--- src/rtl/systolic_2x2_ctrl.sv ---
// ---------------------------------------------------------------------------
// systolic_2x2_ctrl
//
// Sequencer for a 2x2 output-stationary systolic multiply array. One start
// request runs a full C = A x B operation: clear the PE accumulators, stream
// K_DIM operand pairs out of four BRAMs into the array edges (row 1 and
// column 1 skewed by one cycle), wait for the wavefront to drain, capture the
// four accumulators and pulse done. The controller never touches the data
// arithmetically; it only gates and delays it.
//
// Parameters
//   DATA_W     element / result width
//   K_DIM      inner dimension, 1..4 (one BRAM word per k)
//   DRAIN_CYC  cycles between the last fetch and capture, 3..15
//
// Ports
//   clk, rst                     clock, synchronous active-low reset
//   start                        request one multiply (only honoured in IDLE)
//   busy, done                   operation in progress / one-cycle completion
//   mem_en, mem_addr             shared read enable and k address to the BRAMs
//   a0_dout, a1_dout             A row 0 / row 1 BRAM data (1-cycle latency)
//   b0_dout, b1_dout             B col 0 / col 1 BRAM data
//   a0_feed, a1_feed             west edge inputs of pe00 / pe10
//   b0_feed, b1_feed             north edge inputs of pe00 / pe01
//   pe_clr                       accumulator clear to all PEs
//   c00_in .. c11_in             PE accumulator values
//   c00 .. c11                   captured results
//   op_count                     completed-operation counter (wraps)
// ---------------------------------------------------------------------------
module systolic_2x2_ctrl #(
    parameter int DATA_W    = 32,
    parameter int K_DIM     = 2,
    parameter int DRAIN_CYC = 4
) (
    input  logic              clk,
    input  logic              rst,
    input  logic              start,
    output logic              busy,
    output logic              done,
    output logic              mem_en,
    output logic [1:0]        mem_addr,
    input  logic [DATA_W-1:0] a0_dout,
    input  logic [DATA_W-1:0] a1_dout,
    input  logic [DATA_W-1:0] b0_dout,
    input  logic [DATA_W-1:0] b1_dout,
    output logic [DATA_W-1:0] a0_feed,
    output logic [DATA_W-1:0] a1_feed,
    output logic [DATA_W-1:0] b0_feed,
    output logic [DATA_W-1:0] b1_feed,
    output logic              pe_clr,
    input  logic [DATA_W-1:0] c00_in,
    input  logic [DATA_W-1:0] c01_in,
    input  logic [DATA_W-1:0] c10_in,
    input  logic [DATA_W-1:0] c11_in,
    output logic [DATA_W-1:0] c00,
    output logic [DATA_W-1:0] c01,
    output logic [DATA_W-1:0] c10,
    output logic [DATA_W-1:0] c11,
    output logic [15:0]       op_count
);

    typedef enum logic [2:0] {
        IDLE,
        CLEAR,
        FETCH,
        DRAIN,
        CAPTURE,
        DONE
    } state_t;

    // Terminal counts held at the counter width so comparisons stay 4 bits.
    localparam logic [3:0] FETCH_LAST = 4'(K_DIM - 1);
    localparam logic [3:0] DRAIN_LAST = 4'(DRAIN_CYC - 1);

    state_t              state;
    logic   [3:0]        cnt;
    logic                rd_valid;
    logic   [DATA_W-1:0] a1_skew;
    logic   [DATA_W-1:0] b1_skew;

    // Control FSM. All handshake and BRAM outputs are registered: each
    // transition loads the output values that belong to the state being
    // entered, so they are valid for the whole of that state.
    always_ff @(posedge clk) begin
        if (!rst) begin
            state    <= IDLE;
            cnt      <= 4'd0;
            busy     <= 1'b0;
            done     <= 1'b0;
            mem_en   <= 1'b0;
            mem_addr <= 2'd0;
            pe_clr   <= 1'b0;
        end else begin
            done     <= 1'b0;
            pe_clr   <= 1'b0;
            mem_en   <= 1'b0;
            mem_addr <= 2'd0;
            case (state)
                IDLE: begin
                    if (start) begin
                        state  <= CLEAR;
                        busy   <= 1'b1;
                        pe_clr <= 1'b1;
                    end
                end
                CLEAR: begin
                    state    <= FETCH;
                    cnt      <= 4'd0;
                    mem_en   <= 1'b1;
                    mem_addr <= 2'd0;
                end
                FETCH: begin
                    // cnt tracks the k index currently on mem_addr.
                    if (cnt == FETCH_LAST) begin
                        state <= DRAIN;
                        cnt   <= 4'd0;
                    end else begin
                        cnt      <= cnt + 4'd1;
                        mem_en   <= 1'b1;
                        mem_addr <= cnt[1:0] + 2'd1;
                    end
                end
                DRAIN: begin
                    if (cnt == DRAIN_LAST) begin
                        state <= CAPTURE;
                        cnt   <= 4'd0;
                    end else begin
                        cnt <= cnt + 4'd1;
                    end
                end
                CAPTURE: begin
                    state <= DONE;
                    busy  <= 1'b0;
                    done  <= 1'b1;
                end
                DONE: begin
                    state <= IDLE;
                end
                default: begin
                    state <= IDLE;
                    busy  <= 1'b0;
                end
            endcase
        end
    end

    // Datapath side: read-valid tracking, the one-cycle skew for row 1 and
    // column 1, result capture and the operation counter. The skew registers
    // load zero whenever no BRAM data is valid so the array never sees stale
    // operands while draining.
    always_ff @(posedge clk) begin
        if (!rst) begin
            rd_valid <= 1'b0;
            a1_skew  <= '0;
            b1_skew  <= '0;
            c00      <= '0;
            c01      <= '0;
            c10      <= '0;
            c11      <= '0;
            op_count <= 16'd0;
        end else begin
            rd_valid <= mem_en;
            a1_skew  <= rd_valid ? a1_dout : '0;
            b1_skew  <= rd_valid ? b1_dout : '0;
            if (state == CAPTURE) begin
                c00 <= c00_in;
                c01 <= c01_in;
                c10 <= c10_in;
                c11 <= c11_in;
            end
            op_count <= op_count + {15'd0, state == DONE};
        end
    end

    // Row 0 / column 0 go straight from the BRAM, zeroed outside valid reads.
    assign a0_feed = rd_valid ? a0_dout : '0;
    assign b0_feed = rd_valid ? b0_dout : '0;
    assign a1_feed = a1_skew;
    assign b1_feed = b1_skew;

endmodule

--- config.mk ---
export PLATFORM = sky130hd
export DESIGN_NAME = systolic_2x2_ctrl
export DESIGN_NICKNAME = d
export VERILOG_FILES = /design/src/rtl/systolic_2x2_ctrl.sv
export SDC_FILE = /design/constraint.sdc
export NUM_CORES = 1
export LEC_CHECK = 0
export ABC_CLOCK_PERIOD_IN_PS = 1900
export CELL_PAD_IN_SITES_DETAIL_PLACEMENT = 2
export CELL_PAD_IN_SITES_GLOBAL_PLACEMENT = 2
export CORE_AREA = 2 2 208 210
export DETAILED_ROUTE_END_ITERATION = 8
export DIE_AREA = 0 0 210 212
export DONT_BUFFER_PORTS = 1
export HOLD_SLACK_MARGIN = 0.02
export PLACE_DENSITY = 0.6
export SYNTH_ARGS = -nofsm -noshare
export SYNTH_HDL_FRONTEND = slang
export SYNTH_SLANG_ARGS = --single-unit
--- constraint.sdc ---
create_clock -name clk -period 1.9 [get_ports clk]
set_clock_uncertainty 0.05 [all_clocks]
set_input_delay 0.095 -clock clk [delete_from_list [all_inputs] [get_ports clk]]
set_output_delay 0.095 -clock clk [all_outputs]
set_load 0.02 [all_outputs]
==> impl_results.md, run 1 <==
- RSZ-0062 raised after global routing: yes
- Sequential fraction of the synthesis area: 55.5%
- Worst-path fanout max: 128
- Buffer depth of the longest clock path: 3
- Die ar.: 0.0445 mm2
- Routed WL: 35200 um
- CP arrival: 1.65 ns
- Final period util: 94.5%
- Finished Cell Area: 0.0116 mm2
- Ratio of cells with drive above 1 in the final layout: 7.96%
- Async SR Flop Fraction: 0%
- Ys Warns: 0
- Vias in the first global route: 8114
- Crit end category: output port
- Post-DR wirelength/cell: 21.1 um
- Clock period minus final worst setup slack: 1.80 ns
- Pin count of the biggest net entering global routing: 129
- Power Density: 985 mW/mm2
- Setup TNS: 0 ns
- DR vias/cell: 4.35
- Synthesis-to-layout area growth: 44.3%
- Die height: 212 um
- Setup ws final: 0.105 ns
- Drt initial violations: 315
- Clock Latency Late Sink: 0.56 ns
- Detailed Routing Iterations Pass 1: 4
- Die X-Extent: 210 um
- Startpoint Class: flip-flop
- P_leak: 4.30 nW
- Distinct cells, synth: 44
- Critical path class: reg -> out
- Overflow left after global routing: 0
- Mapped Area: 0.00801 mm2
- Initial Utilization: 18.8%
- Measured slew at the worst slew-check pin: 0.590 ns
- Synth Area in Simple Gates: 27.1%
- DP Cell Count: 1420
- Num rows: 76
- CP required: 1.75 ns
- #FFs+latches synth: 222
- Pre-CTS setup slack: 0.0645 ns
- Post-CTS Setup Repair Bufs: 0
- Top delay family on crit path: simple AND/OR/NAND/NOR gates
- CP bufs+invs: 1
- DRC errors left: 0
- Peak supply drop: 0.000691 V
- Post-synthesis mux area share: 0.640%
- Hold Path Class: in -> reg
- Area of the multi-input gates: 0.00319 mm2
- Final hold vios: 0
- First-pass GRT wire length: 50200 um
- CP Cell Sequence: buf_12 -> and2_1
- TritonCTS clock tree: done
- Cts bufs inserted: 27
- Number of vias in the routed layout: 7264
- Clock sink total: 222
- Layout fillers: 4783
- Primary FF master, synth: dfxtp_1
- Syn Nets: 1185
- Syn Inst Count: 921
- DP Area: 0.00859 mm2
- Largest family of logic cells by synthesized area: simple AND/OR/NAND/NOR gates
- Post-synthesis compound-gate area fraction: 10.5%
- GRT Total Usage: 14.7%
- Nets: 1363
- GPL Wtd Cong: 0.910
- Root buf cell: clkbuf_16
- Status: completed
- IO buf count: 0
- CTS H-tree lvls: 1
- I/O Pins: 537
- Final setup fails: 0
- Post-DP HPWL: 23200 um
- Syn Area/Cell: 8.70 um2
- Synth Area in XOR/XNOR: 0.328%
- Slew margin rel.: 60.7%
- Post-route ant nets: 0
- Max Clk Rate: 557 MHz
- Adder-cell share of the synthesized area: 0.781%
- FF+latch area: 0.00445 mm2
- Initial antenna violation count: 5
- Max-Cap Viols: 0
- Finished Layout Cells: 1668
- Core ar.: 0.0425 mm2
- Slowest-stage cell, CP: and2_1
- EDFF count, synth: 0
- Reg clk slew, reported paths: 0.06 ns
- CP peak stage delay: 0.37 ns
- Max Transition Viols Final: 0
## logic make-up after synthesis
group | Yosys count
buffers and inverters | 77
xor gates and xnor gates | 3
AOI/OAI and AO/OA | 160
and+or+nand+nor | 449
muxes | 5
DFF | 222
adders and majority gates | 5
## synthesized netlist by cell type, types with 2 or more instances
cell	number	area [um2]
a32o_1	2	20.0
nor2b_1	3	18.8
mux2i_1	4	40.0
ha_1	5	62.6
buf_4	3	22.5
xor2_1	2	17.5
a21oi_1	139	696
dfxtp_1	222	4440
inv_1	6	22.5
nand2_1	265	995
nor2_1	13	48.8
or3_1	3	18.8
and3_1	64	400
nand2b_1	6	37.5
nor4_2	3	37.5
o31ai_1	4	30.0
clkbuf_1	40	150
o21ai_0	9	45.0
buf_2	15	75.1
or4_1	4	30.0
buf_6	12	135
nand3_1	7	35.0
and2_1	68	425
nand3b_1	2	15.0
## what timing repair did
item / CTS / global route
resized for setup: 0 / 5
endpoints found under the hold margin: 216 / 0
hold buffers: 196 / 0
setup endpoints to repair: 0 / 8
## routing by layer
| layer | vias to the layer above | share of wire, % | track usage [%] |
|---|---|---|---|
| li1 | 3381 | - | - |
| met1 | 3491 | 32 | 13.2 |
| met2 | 335 | 57 | 30.7 |
| met3 | 57 | 6.6 | 2.87 |
| met4 | 0 | 4.1 | 7.34 |
| met5 | - | 0 | 0 |
## worst paths after layout
kind              cells after the start         from  slack (ns)     endpoint
hold / removal                        2  a1_dout[29]        0.16  a1_feed[29]
setup reg to reg                      8     state[1]        0.11  op_count[6]
hold reg to reg                       1       cnt[0]        0.47  mem_addr[0]
setup / recovery                      2     rd_valid        0.10  b0_feed[20]
## state kept, by name, summed over array words and instances, names as in the netlist, 2 cells and up
signal    count
mem_addr      2
op_count     16
cnt           4
b1_feed      32
c11          32
c00          32
state         3
c10          32
a1_feed      32
c01          32
## where the power goes
| part | switching [mW] | leakage, nW | total [mW] | internal [mW] |
|---|---|---|---|---|
| combinational | 0.417 | 2.04 | 0.821 | 0.403 |
| clock | 2.17 | 0.465 | 5.67 | 3.50 |
| sequential | 0.157 | 1.79 | 4.90 | 4.74 |
| total | 2.74 | 4.30 | 11.4 | 8.64 |
## final cells by class
cell class,instances,share of cell area [%]
flip-flops and latches,222,38.5
multi-input cells,622,27.6
repair buffers,219,19.3
clock buffers,38,6.64
well taps,546,5.91
clock inverters,10,1.72
inverters,7,0.249
diodes,4,0.0866
## metrics by stage
stage / util, % / hold slack, ns / power, mW
after floorplan: - / 0.181 / 5.33
after global placement: 20.2 / 0.181 / 5.44
after detailed placement: 20.2 / 0.183 / 5.45
after CTS: 27.1 / 0.123 / 11.5
after global routing: 27.2 / 0.145 / 11.9
final: 27.2 / 0.162 / 11.4
## layout by cell type, fill, tap and decap left out, drive strengths merged, types with 2 or more instances in the layout
master,count
nand2,265
dfxtp,222
dlygate4sd3,195
a21oi,139
and2,68
and3,64
clkbuf,38
buf,24
nor2,13
o21ai,9
inv,9
nand3,7
nand2b,6
bufinv,5
ha,5
diode,4
mux2i,4
o31ai,4
or4,4
nor4,4
or3,3
nor2b,3
nand4,3
xor2,2
a32o,2
nand3b,2
clkinvlp,2
nor3b,2
or3b,2
No activity file was read; power rests on OpenSTA's default activity.
==> inputs of run 2 (changes only) <==
--- a/config.mk
+++ b/config.mk
@@ -9,11 +9,12 @@
 export CELL_PAD_IN_SITES_DETAIL_PLACEMENT = 2
 export CELL_PAD_IN_SITES_GLOBAL_PLACEMENT = 2
 export CORE_AREA = 2 2 208 210
+export CTS_CLUSTER_SIZE = 24
 export DETAILED_ROUTE_END_ITERATION = 8
 export DIE_AREA = 0 0 210 212
 export DONT_BUFFER_PORTS = 1
 export HOLD_SLACK_MARGIN = 0.02
-export PLACE_DENSITY = 0.6
+export PLACE_DENSITY_LB_ADDON = 0.1
 export SYNTH_ARGS = -nofsm -noshare
 export SYNTH_HDL_FRONTEND = slang
 export SYNTH_SLANG_ARGS = --single-unit
==> run 2 against run 1 <==
Maximum frequency rose by 0.80%. Sequential share of layout area hardly changed. Combinational power rose by 0.6%. Power fell by 3.7%. Non-clock buffer count rose by 6. Largest power group unchanged.
==> impl_results.md, run 2 (same netlist as run 1, synthesis figures left out) <==
- Max-Cap Viols: 0
- Pin count of the biggest net entering global routing: 84
- Worst hold slack: 0.180 ns
- Slew margin rel.: 65.4%
- Max Clk Rate: 561 MHz
- RR Startpoint: state[1]
- CP arrival: 2.22 ns
- I/O Pins: 537
- Reg clk slew, reported paths: 0.06 ns
- Post-route ant nets: 0
- Die height: 212 um
- Pre-CTS setup slack: 0.0455 ns
- Drt initial violations: 244
- Power Density: 948 mW/mm2
- Ant diodes: 0
- Clock period minus final worst setup slack: 1.78 ns
- DRC errors left: 0
- Most frequent cells in the layout: 264 x nand2_1, 219 x dfxtp_1, 194 x dlygate4sd3_1
- Peak supply drop: 0.000399 V
- CP required: 2.34 ns
- Final setup fails: 0
- CTS H-tree lvls: 1
- Worst-path fanout max: 5
- Routed WL: 33700 um
- Status: completed
- Ratio of cells with drive above 1 in the final layout: 8.36%
- RSZ-0062 raised after global routing: no
- Clock sink total: 222
- Final hold vios: 0
- Layout fillers: 4779
- Setup ws final: 0.119 ns
- Measured slew at the worst slew-check pin: 0.519 ns
- Area of the multi-input gates: 0.00320 mm2
- Startpoint Class: flip-flop
- Hold Path Class: in -> reg
- Core ar.: 0.0425 mm2
- Crit path from: state[1]
- Num rows: 76
- Post-DP HPWL: 23300 um
- Clock Latency Late Sink: 0.55 ns
- Synthesis-to-layout area growth: 44.4%
- Final period util: 93.7%
- Initial Utilization: 18.8%
- Critical path class: reg -> reg
- Max Transition Viols Final: 0
- Register-to-Register Path Depth: 7
- Vias in the first global route: 7770
- Setup TNS: 0 ns
- Buffer depth of the longest clock path: 3
- Cts bufs inserted: 28
- FF+latch area: 0.00445 mm2
- FF-to-FF End: op_count[10]
- TritonCTS clock tree: done
- Overflow left after global routing: 0
- Nets: 1370
- Detailed Routing Iterations Pass 1: 4
- Post-DR wirelength/cell: 20.2 um
- DR vias/cell: 4.34
- CP Capture Point: op_count[10]
- GRT Total Usage: 14.2%
- Die X-Extent: 210 um
- R2R Setup Slk: 0.12 ns
- DP Area: 0.00868 mm2
- Finished Cell Area: 0.0116 mm2
- Most common cell after layout, fill and taps aside: nand2_1
- P_leak: 4.34 nW
- Number of vias in the routed layout: 7257
- Crit end category: flip-flop
- Die ar.: 0.0445 mm2
- IO buf count: 0
- GPL Wtd Cong: 0.771
- First-pass GRT wire length: 48800 um
- Initial antenna violation count: 0
- Root buf cell: clkbuf_16
[run 2: repair_timing]
action,in CTS,in global routing
setup buffers,0,0
endpoints found under the hold margin,216,0
setup endpoints to repair,0,8
hold buffers,195,0
resized for setup,0,5
[run 2: per-layer routing]
layer,track usage [%],share of wire (%),vias to the layer above
met5,0,0,-
met1,15.1,37,3524
met4,3.96,1.9,0
met3,3.49,6.9,40
li1,-,-,3391
met2,27.7,54,302
[run 2: worst max-delay path, cell delays in order, from the launching register on]
cell      delay, ns
dfxtp_2        0.31
nand2b_1       0.16
nor2_2         0.13
ha_2           0.22
ha_4           0.16
nand2_4        0.07
or4_1          0.48
a21oi_1        0.14
[run 2: through the flow]
step           cells  total power, mW  util, %
6_report        1671             11.0     27.2
5_1_grt         1671             11.5     27.2
3_5_place_dp    1427             5.47     20.4
2_1_floorplan    921             5.33        -
3_3_place_gp    1427             5.47     20.4
4_1_cts         1671             11.2     27.2
[run 2: report_power, final]
| part | internal [mW] | leakage (nW) | switching (mW) |
|---|---|---|---|
| Sequential | 4.74 | 1.79 | 0.158 |
| Clock | 3.13 | 0.446 | 2.10 |
| Combinational | 0.412 | 2.10 | 0.414 |
| Total | 8.29 | 4.34 | 2.68 |
[run 2: cell type report]
| class | count | area share [%] |
|---|---|---|
| inverters | 7 | 0.249 |
| clock buffers | 42 | 7.22 |
| well taps | 546 | 5.91 |
| clock inverters | 7 | 0.519 |
| flip-flops and latches | 222 | 38.5 |
| multi-input cells | 622 | 27.7 |
| repair buffers | 225 | 20.0 |
[run 2: worst min path at each step]
stage / startpoint / to / slack, ns / cells after the start
floorplan: c00_in[0] / c00[0] / 0.18 / 2
global placement: c11_in[5] / c11[5] / 0.18 / 2
detailed placement: c01_in[8] / c01[8] / 0.19 / 2
CTS: b1_dout[13] / b1_feed[13] / 0.13 / 2
global route: b1_dout[14] / b1_feed[14] / 0.16 / 2
finish: a1_dout[0] / a1_feed[0] / 0.18 / 2
==> inputs of run 3 (changes only) <==
--- a/config.mk
+++ b/config.mk
@@ -5,13 +5,13 @@
 export SDC_FILE = /design/constraint.sdc
 export NUM_CORES = 1
 export LEC_CHECK = 0
-export ABC_CLOCK_PERIOD_IN_PS = 1900
+export ABC_CLOCK_PERIOD_IN_PS = 2200
 export CELL_PAD_IN_SITES_DETAIL_PLACEMENT = 2
 export CELL_PAD_IN_SITES_GLOBAL_PLACEMENT = 2
-export CORE_AREA = 2 2 208 210
+export CORE_AREA = 2 2 207 209
 export CTS_CLUSTER_SIZE = 24
 export DETAILED_ROUTE_END_ITERATION = 8
-export DIE_AREA = 0 0 210 212
+export DIE_AREA = 0 0 209 211
 export DONT_BUFFER_PORTS = 1
 export HOLD_SLACK_MARGIN = 0.02
 export PLACE_DENSITY_LB_ADDON = 0.1
==> constraint.sdc (replaced) <==
create_clock -name clk -period 2.2 [get_ports clk]
set_clock_uncertainty 0.05 [all_clocks]
set_input_delay 0.11 -clock clk [delete_from_list [all_inputs] [get_ports clk]]
set_output_delay 0.11 -clock clk [all_outputs]
set_load 0.02 [all_outputs]
==> run 3 against run 2 <==
Power down 12%. First-iteration DRC count up 2.5%. Global-route usage down 0.39 points. Sequential cell count unchanged. Critical path depth unchanged. Core utilization up 0.49 points. Clock power down 10%. Sequential share of layout area about the same. Combinational power down 15%. Clock-buffer cell count up 1. Cell area about the same. Largest cell class unchanged. Maximum frequency down 6.9%.
==> impl_results.md, run 3 (same netlist as run 1, synthesis figures left out) <==
- Power Density: 833 mW/mm2
- Hold Path Class: in -> reg
- Peak supply drop: 0.000437 V
- Layout fillers: 4701
- Final hold vios: 0
- Switching pwr: 2.30 mW
- Initial antenna violation count: 2
- Root buf cell: clkbuf_16
- Max Transition Viols Final: 0
- GPL Wtd Cong: 0.757
- Ant diodes: 0
- Reg clk slew, reported paths: 0.06 ns
- Pre-CTS setup slack: 0.210 ns
- Worst hold slack: 0.201 ns
- CP arrival: 2.34 ns
- Setup TNS: 0 ns
- Measured slew at the worst slew-check pin: 0.573 ns
- Status: completed
- RR Startpoint: state[1]
- Core ar.: 0.0418 mm2
- Sequential power share: 43.9%
- Clock period minus final worst setup slack: 1.91 ns
- Cts bufs inserted: 29
- Post-CTS Setup Repair Bufs: 0
- Max Clk Rate: 523 MHz
- Met1 Track Usage GR: 15.4%
- Initial Utilization: 19.2%
- Startpoint Class: flip-flop
- Met2 usage: 25.2%
- Nets: 1371
- Number of vias in the routed layout: 7181
- I/O Pins: 537
- Drt initial violations: 250
- Vias in the first global route: 7592
- Buffer depth of the longest clock path: 3
- CP Capture Point: op_count[10]
- RSZ-0062 raised after global routing: no
- GRT Total Usage: 13.8%
- Int Power: 7.33 mW
- CP required: 2.63 ns
- IO buf count: 0
- First-pass GRT wire length: 47500 um
- R2R Setup Slk: 0.29 ns
- Num rows: 75
- Hold Path Cell Cnt: 3
- DRC errors left: 0
- Post-DR wirelength/cell: 19.6 um
- Setup ws final: 0.287 ns
- Post-route ant nets: 0
- Crit end category: flip-flop
- Ratio of cells with drive above 1 in the final layout: 7.89%
- Combinational share of power: 7.3%
- Pin count of the biggest net entering global routing: 129
- Final period util: 87.0%
- Overflow left after global routing: 0
- Met3 usage: 4.24%
- FF-to-FF End: op_count[10]
- Worst-path fanout max: 8
- Routed WL: 32700 um
- Crit path from: state[1]
- Most frequent cells in the layout: 264 x nand2_1, 221 x dfxtp_1, 195 x dlygate4sd3_1
- CTS H-tree lvls: 1
- Die height: 211 um
- Die ar.: 0.0441 mm2
- Layer with the highest usage: met2
- Max-Cap Viols: 0
- Slew margin rel.: 61.8%
- Synthesis-to-layout area growth: 44.4%
- Post-DP HPWL: 23200 um
- Register-to-Register Path Depth: 7
- DR vias/cell: 4.31
- TritonCTS clock tree: done
- Clock Latency Late Sink: 0.55 ns
- Sw frac: 23.9%
- Critical path class: reg -> reg
- Finished Cell Area: 0.0116 mm2
- P_leak: 4.34 nW
- Final setup fails: 0
- Die X-Extent: 209 um
- Most common cell after layout, fill and taps aside: nand2_1
- DP Area: 0.00863 mm2
- Clk pwr share: 48.8%
- Clock sink total: 222
- Detailed Routing Iterations Pass 1: 4
==> run 3: cell types whose count changed in the layout (fill, tap and decap cells not counted), sizes merged <==
cell	before	now
inv	7	8
clkinvlp	0	1
clkinv	6	5
dlygate4sd3	194	195
clkbuf	42	43
buf	31	30
bufinv	1	2
==> run 3: area by class of cell <==
class	instances	area (um2)	area share (%)
multi-input cells	622	3170	27.4
well taps	539	674	5.83
repair buffers	225	2300	19.9
clock buffers	43	848	7.33
clock inverters	9	105	0.909
flip-flops and latches	222	4450	38.4
inverters	7	28.8	0.249
==> run 3: metal layers <==
| layer | share of wire, % | vias to the layer above | wire length [um] |
|---|---|---|---|
| met1 | 38 | 3430 | 12600 |
| met4 | 2.3 | 0 | 745 |
| li1 | - | 3405 | - |
| met2 | 51 | 301 | 16600 |
| met3 | 8.4 | 45 | 2760 |
| met5 | 0 | - | 0 |
==> run 3: what timing repair did <==
item,in CTS,in global routing
resized for setup,0,1
endpoints found under the hold margin,220,0
hold buffers,196,0
setup endpoints to repair,0,2
==> run 3: power groups by stage <==
stage	clock, mW	sequential (mW)	combinational (mW)
3_5_place_dp	0	4.31	0.388
6_report	4.70	4.23	0.702
2_1_floorplan	0	4.29	0.306
5_1_grt	5.07	4.23	0.767
3_3_place_gp	0	4.32	0.387
4_1_cts	4.91	4.23	0.714
==> run 3: metrics by stage <==
| step | instances | util, % | power [mW] |
|---|---|---|---|
| final | 1667 | 27.7 | 9.63 |
| after global routing | 1667 | 27.7 | 10.1 |
| after CTS | 1667 | 27.7 | 9.85 |
| after detailed placement | 1419 | 20.7 | 4.70 |
| after global placement | 1419 | 20.7 | 4.70 |
| after floorplan | 921 | - | 4.60 |
==> run 3: how the worst min path moves through the flow <==
stage	from	endpoint	slack [ns]
final	c00_in[25]	c00[25]	0.20
after global routing	b1_dout[5]	b1_feed[5]	0.18
after CTS	b1_dout[11]	b1_feed[11]	0.15
after floorplan	c00_in[0]	c00[0]	0.20
after global placement	rst	op_count[1]	0.19
after detailed placement	rst	op_count[1]	0.19
==> run 3: critical path, stage by stage, from the launching register on <==
cell      delay (ns)
dfxtp_1         0.30
nand2b_1        0.15
nor2_1          0.15
ha_1            0.20
ha_1            0.23
nand2_2         0.14
or4_1           0.48
a21oi_1         0.14
